`src/rtl/ping_sequencer_if.sv`:
```
// ping_sequencer_if: host-side control/status bundle between the register block and the ping sequencer
interface ping_sequencer_if #(parameter int CNT_W = 16);
  logic             start;
  logic             abort;
  logic [CNT_W-1:0] burst_len;
  logic [CNT_W-1:0] damp_len;
  logic [CNT_W-1:0] listen_len;
  logic [1:0]       state;
  logic             busy;
  logic             listen;
  logic             done;
  logic             err;
  modport master (output start, abort, burst_len, damp_len, listen_len,
                  input  state, busy, listen, done, err);
  modport slave  (input  start, abort, burst_len, damp_len, listen_len,
                  output state, busy, listen, done, err);
endinterface

```
`src/rtl/ping_sequencer.sv`:
```
// ping_sequencer: drives the H-bridge mode through guard, burst, damp and listen phases for one ping
module ping_sequencer #(
  parameter int CNT_W = 16,
  parameter int GUARD = 8
) (
  input logic            clk,
  input logic            rst,
  ping_sequencer_if.slave bus
);
  localparam logic [1:0] M_HIGHZ = 2'b00;
  localparam logic [1:0] M_DAMP  = 2'b01;
  localparam logic [1:0] M_OSCL  = 2'b10;
  typedef enum logic [2:0] {S_IDLE, S_GUARD, S_BURST, S_DAMP, S_LISTEN} fsm_t;
  fsm_t             fsm, fsm_n;
  logic [CNT_W-1:0] cnt, cnt_n;
  logic [CNT_W-1:0] bl, bl_n, dl, dl_n, ll, ll_n;
  logic             abt, abt_n;
  logic             err_n;
  logic [1:0]       state_n;
  logic [1:0]       state_q;
  logic             busy_q, listen_q, done_q, err_q;
  // Phase sequencing; abort takes priority over the normal phase exit, and an
  // abort from OSCL always passes through DAMP so the bridge is damped first.
  always_comb begin
    fsm_n = fsm;
    cnt_n = (cnt != '0) ? cnt - CNT_W'(1) : cnt;
    bl_n  = bl;
    dl_n  = dl;
    ll_n  = ll;
    abt_n = abt;
    err_n = 1'b0;
    case (fsm)
      S_IDLE:
        if (!bus.abort && bus.start) begin
          if (bus.burst_len != '0) begin
            fsm_n = S_GUARD;
            cnt_n = CNT_W'(GUARD - 1);
            bl_n  = bus.burst_len;
            dl_n  = bus.damp_len;
            ll_n  = bus.listen_len;
            abt_n = 1'b0;
          end else begin
            err_n = 1'b1;
          end
        end
      S_GUARD:
        if (bus.abort) begin
          fsm_n = S_IDLE;
        end else if (cnt == '0) begin
          fsm_n = S_BURST;
          cnt_n = bl - CNT_W'(1);
        end
      S_BURST:
        if (bus.abort) begin
          fsm_n = S_DAMP;
          cnt_n = (dl != '0) ? dl - CNT_W'(1) : '0;
          abt_n = 1'b1;
        end else if (cnt == '0) begin
          fsm_n = (dl != '0) ? S_DAMP : (ll != '0) ? S_LISTEN : S_IDLE;
          cnt_n = (dl != '0) ? dl - CNT_W'(1) : (ll != '0) ? ll - CNT_W'(1) : '0;
        end
      S_DAMP: begin
        abt_n = abt | bus.abort;
        if (cnt == '0) begin
          fsm_n = (abt || bus.abort || ll == '0) ? S_IDLE : S_LISTEN;
          cnt_n = (abt || bus.abort || ll == '0) ? '0 : ll - CNT_W'(1);
        end
      end
      S_LISTEN:
        if (bus.abort || cnt == '0) fsm_n = S_IDLE;
      default: fsm_n = S_IDLE;
    endcase
    state_n = (fsm_n == S_BURST) ? M_OSCL : (fsm_n == S_DAMP) ? M_DAMP : M_HIGHZ;
  end
  // State, counter, latched config and registered outputs
  always_ff @(posedge clk or negedge rst) begin
    if (!rst) begin
      fsm      <= S_IDLE;
      cnt      <= '0;
      bl       <= '0;
      dl       <= '0;
      ll       <= '0;
      abt      <= 1'b0;
      state_q  <= M_HIGHZ;
      busy_q   <= 1'b0;
      listen_q <= 1'b0;
      done_q   <= 1'b0;
      err_q    <= 1'b0;
    end else begin
      fsm      <= fsm_n;
      cnt      <= cnt_n;
      bl       <= bl_n;
      dl       <= dl_n;
      ll       <= ll_n;
      abt      <= abt_n;
      state_q  <= state_n;
      busy_q   <= fsm_n != S_IDLE;
      listen_q <= fsm_n == S_LISTEN;
      done_q   <= fsm != S_IDLE && fsm_n == S_IDLE;
      err_q    <= err_n;
    end
  end
  assign bus.state  = state_q;
  assign bus.busy   = busy_q;
  assign bus.listen = listen_q;
  assign bus.done   = done_q;
  assign bus.err    = err_q;
endmodule

```
`src/flat_wrapper.sv`:
```
// flat-port wrapper written by rule: the top's interface ports become plain ports
module ping_sequencer_flat 
#(
  parameter int CNT_W = 16,
  parameter int GUARD = 8
)
  (clk, rst, bus_start, bus_abort, bus_burst_len, bus_damp_len, bus_listen_len, bus_state, bus_busy, bus_listen, bus_done, bus_err);
  ping_sequencer_if #(.CNT_W(CNT_W)) bus_i ();
  input logic clk;
  input logic rst;
  input wire logic [$bits(bus_i.start)-1:0] bus_start;
  input wire logic [$bits(bus_i.abort)-1:0] bus_abort;
  input wire logic [$bits(bus_i.burst_len)-1:0] bus_burst_len;
  input wire logic [$bits(bus_i.damp_len)-1:0] bus_damp_len;
  input wire logic [$bits(bus_i.listen_len)-1:0] bus_listen_len;
  output wire logic [$bits(bus_i.state)-1:0] bus_state;
  output wire logic [$bits(bus_i.busy)-1:0] bus_busy;
  output wire logic [$bits(bus_i.listen)-1:0] bus_listen;
  output wire logic [$bits(bus_i.done)-1:0] bus_done;
  output wire logic [$bits(bus_i.err)-1:0] bus_err;
  assign bus_i.start = bus_start;
  assign bus_i.abort = bus_abort;
  assign bus_i.burst_len = bus_burst_len;
  assign bus_i.damp_len = bus_damp_len;
  assign bus_i.listen_len = bus_listen_len;
  assign bus_state = bus_i.state;
  assign bus_busy = bus_i.busy;
  assign bus_listen = bus_i.listen;
  assign bus_done = bus_i.done;
  assign bus_err = bus_i.err;
  ping_sequencer #(.CNT_W(CNT_W), .GUARD(GUARD)) u_core (.clk(clk), .rst(rst), .bus(bus_i));
endmodule
```
`config.mk`:
```
export PLATFORM = sky130hd
export DESIGN_NAME = ping_sequencer_flat
export DESIGN_NICKNAME = d
export VERILOG_FILES = /design/src/rtl/ping_sequencer_if.sv /design/src/rtl/ping_sequencer.sv /design/src/flat_wrapper.sv
export SDC_FILE = /design/constraint.sdc
export NUM_CORES = 1
export LEC_CHECK = 0
export ABC_AREA = 1
export BUFFER_PORTS_ARGS = -buffer_cell sky130_fd_sc_hd__buf_2
export CAP_MARGIN = 10
export CORE_UTILIZATION = 55
export CTS_BUF_LIST = sky130_fd_sc_hd__clkbuf_8
export DETAILED_ROUTE_END_ITERATION = 8
export HOLD_SLACK_MARGIN = 0.08
export PLACE_DENSITY = 0.84
export SLEW_MARGIN = 5
export SYNTH_ARGS = -nofsm -noshare
export SYNTH_HDL_FRONTEND = slang
export SYNTH_SLANG_ARGS = --single-unit
```
`constraint.sdc`:
```
create_clock -name clk -period 1.9 [get_ports clk]
set_input_delay 0.095 -clock clk [delete_from_list [all_inputs] [get_ports clk]]
set_output_delay 0.095 -clock clk [all_outputs]
set_load 0.05 [all_outputs]
```
==> out/qor.txt <==
final max-slew violation count: 0
Tcrit/Tclk final: 106%
simple-gate share of the synthesized area: 40.0%
WS Path Type: flip-flop to flip-flop
area grow syn2layout: 40.9%
placed insts: 971
Internal Power: 5600 uW
WL per Instance: 17.8 um
data required time of the critical path: 2.13 ns
core area: 0.00885 sq mm
Worst-Margin Slew: 0.485 ns
cell row count: 34
# clock sinks: 74
flop-to-flop setup slack: -0.12 ns
fin util: 81.4%
R2R depth: 11
maximum number of pins on one net before global-route repair: 75
failing checks: negative setup slack
Worst-Skew Late Latency: 0.37 ns
switching pwr: 5420 uW
clk buf depth: 2
min Tclk post-route: 2.02 ns
initial antenna violation count: 0
Max FO, Critical Path: 6
CTS tree: yes
Synth async-reset ratio: 100%
via density per instance: 5.74
Num CTS Buffers: 9
drt total wl: 18800 um
ant diodes: 0
Seq. cell area: 0.00185 sq mm
Die H: 98.4 um
worst-path cell chain: inv_2, ha_4, nand3_4, nor2_8, nand3_4, buf_6, nand2_2, nand4_1, buf_6, nand4_1, nand3_1
CP startpoint kind: flip-flop
Setup Skew: 0.00970 ns
Relative slew margins: 67.6%
hold slack: 0.280 ns
total chip power: 11000 uW
fmax: 0.496 GHz
clock share of power: 11.5%
Layout Nets: 1000
Net Sw Frac: 49.2%
PnR worst setup slack: -0.118 ns
RSZ-0062 raised after global routing: true
Synth top area share: 36.2%
GR Overflow Total: 0
Max-Cap Viols: 0
Post-DP HPWL: 12200 um
Area contributors post-synth: dfrtp_1 (36%), nand2_1 (15%), nor2_1 (7.1%)
sequential power share: 27.8%
I/O Buffers: 57
reg2reg end: u_core.cnt[6]
Logic pwr share: 60.7%
routability cong.: 1.03
Leak: 0.00373 uW
CTS H-tree lvls: 3
Post-DRT Antenna Nets: 0
count leader, synth: nand2_1
Synth top cells by count: nand2_1 (209), nor2_1 (97), inv_1 (80)
Finish-stage setup viols: 17
Detailed Route Iter0 Violations: 536
first-pass GRT wire length: 29400 um
Reg clk slew, reported paths: 0.08 ns
Post-Synth Adder-Cell Area: 0.979%
#FFs+latches synth: 74
power per cell area: 1530 mW/mm^2
Synth Flop Type: dfrtp_1
routed via count: 6065
clk root buf: clkbuf_8
slowest CP cell: dfrtp_1
status: finished with violations
XOR/XNOR Fraction of Synth Area: 4.80%
vias in the first global route: 6001
Ys Warns: 0
IO Pins: 58
fraction of layout instances using a drive strength above 1: 29.4%
Post-synth EDFFs: 0
synth unique cells: 46
Initial Util: 57.8%
GRT Overall Usage: 39.5%
Hold Path Class: primary input to async pin
Die Width: 98.4 um
Peak VDD IR: 1.04 mV
sequential-to-total area share from yosys stat: 36.2%
Avg Cell Area, Syn: 6.92 sq um
Post-Syn Nets: 795
mapped cell area: 0.00511 sq mm
Detailed Routing Iterations Pass 1: 8
drt drc: 0
pre-CTS WS: -0.184 ns
Worst R2R Start: u_core.cnt[0]
Critical Path Max Stage Delay: 0.40 ns
main combinational cell family by area after synthesis: simple AND/OR/NAND/NOR gates
CP endpoint kind: flip-flop
Fin. Hold Viols: 0
post-synth top area cell: dfrtp_1
combined area of the multi-input logic cells: 0.00306 sq mm
Synth Instances: 739
Synth Area in Compound Gates: 9.89%
fill count: 566
Non-Filler Instances: 1056
Worst Path Arrival: 2.25 ns
mux share of post-synthesis cell area: 0%
DIE AREA: 0.00968 sq mm
[kinds of logic (layout without fill, tap and decap cells)]
kind of cell | after synthesis | after routing
and+or+nand+nor | 437 | 437
AOI/OAI and AO/OA | 89 | 89
xor gates and xnor gates | 28 | 28
buffers and inverters | 107 | 316
adders and majority gates | 4 | 4
DFF | 74 | 74
[worst max path at each step]
stage,from,endpoint,slack [ns]
after floorplan,u_core.cnt[0],u_core.cnt[12],0.04
after global placement,u_core.cnt[0],u_core.cnt[13],-0.12
after detailed placement,u_core.cnt[0],u_core.cnt[13],-0.18
after CTS,u_core.cnt[0],u_core.cnt[6],-0.06
after global routing,u_core.cnt[0],u_core.cnt[6],-0.19
final,u_core.cnt[0],u_core.cnt[6],-0.12
[critical path: cells and delay by family, from the launching register on]
kind,cells,cell delay [ns]
and+or+nand+nor,7,0.87
DFF,1,0.40
adders and majority gates,1,0.15
buffers and inverters,3,0.46
[per-layer routing]
layer  vias up  wire (um)  track usage, %  part of all wire [%]
li1       2776          -               -                     -
met1      2796       7080            46.8                    38
met2       377       9220            67.5                    49
met3       116       1450            7.09                   7.7
met4         0       1010            23.5                   5.4
met5         -          0               0                     0
[sequential cells by signal (all words and copies together), names as in the netlist]
| name | flops |
|---|---|
| u_core.fsm | 3 |
| u_core.bus.state | 2 |
| u_core.ll | 16 |
| u_core.dl | 16 |
| u_core.cnt | 16 |
| u_core.bus.done | 1 |
| u_core.bus.listen | 1 |
| u_core.bus.busy | 1 |
| u_core.bl | 16 |
| u_core.bus.err | 1 |
| u_core.abt | 1 |
[per-stage QoR]
step	cell area (sq um)	setup TNS (ns)
floorplan	5110	0
global placement	6110	-0.271
detailed placement	6110	-0.784
CTS	6950	-0.426
global route	7200	-2.89
finish	7200	-0.933
[final cells by class]
cell class | count | share of cell area [%]
clock inverters | 5 | 0.764
repair buffers | 207 | 22.3
clock buffers | 10 | 1.91
well taps | 108 | 1.88
inverters | 94 | 5.05
multi-input cells | 558 | 42.4
flip-flops and latches | 74 | 25.7
[repair_timing]
item / in CTS / in global routing
buffers inserted: 10 / 9
gates cloned: 1 / 0
endpoints found under the hold margin: 123 / 0
resized for setup: 19 / 51
endpoints found under the setup margin: 18 / 68
pin swaps: 7 / 17
hold buffers: 50 / 0
[placed cells by master (no fill, tap or decap), types with 7 or more instances in the layout]
cell type and instances:
nand2_1 197, buf_4 90, nor2_1 86, inv_1 76
dfrtp_1 73, buf_2 57, o21ai_0 50, dlygate4sd3_1 50
nand3_1 43, xor2_1 22, nor2_2 19, nand4_1 17
inv_2 15, nand3_2 15, nand2_2 14, nor2_4 10
a21oi_1 10, clkbuf_8 10, o21ai_1 8, o22ai_1 8
nand2_4 7
[power by group through the flow]
stage          Clock, uW  Combinational (uW)  Sequential (uW)
6_report            1270                6680             3060
5_1_grt             1340                7220             3100
4_1_cts             1260                6040             2960
3_5_place_dp           0                5720             2990
3_3_place_gp           0                5600             2960
2_1_floorplan          0                3450             2950
Note: power is estimated with default switching activity, not from simulation.
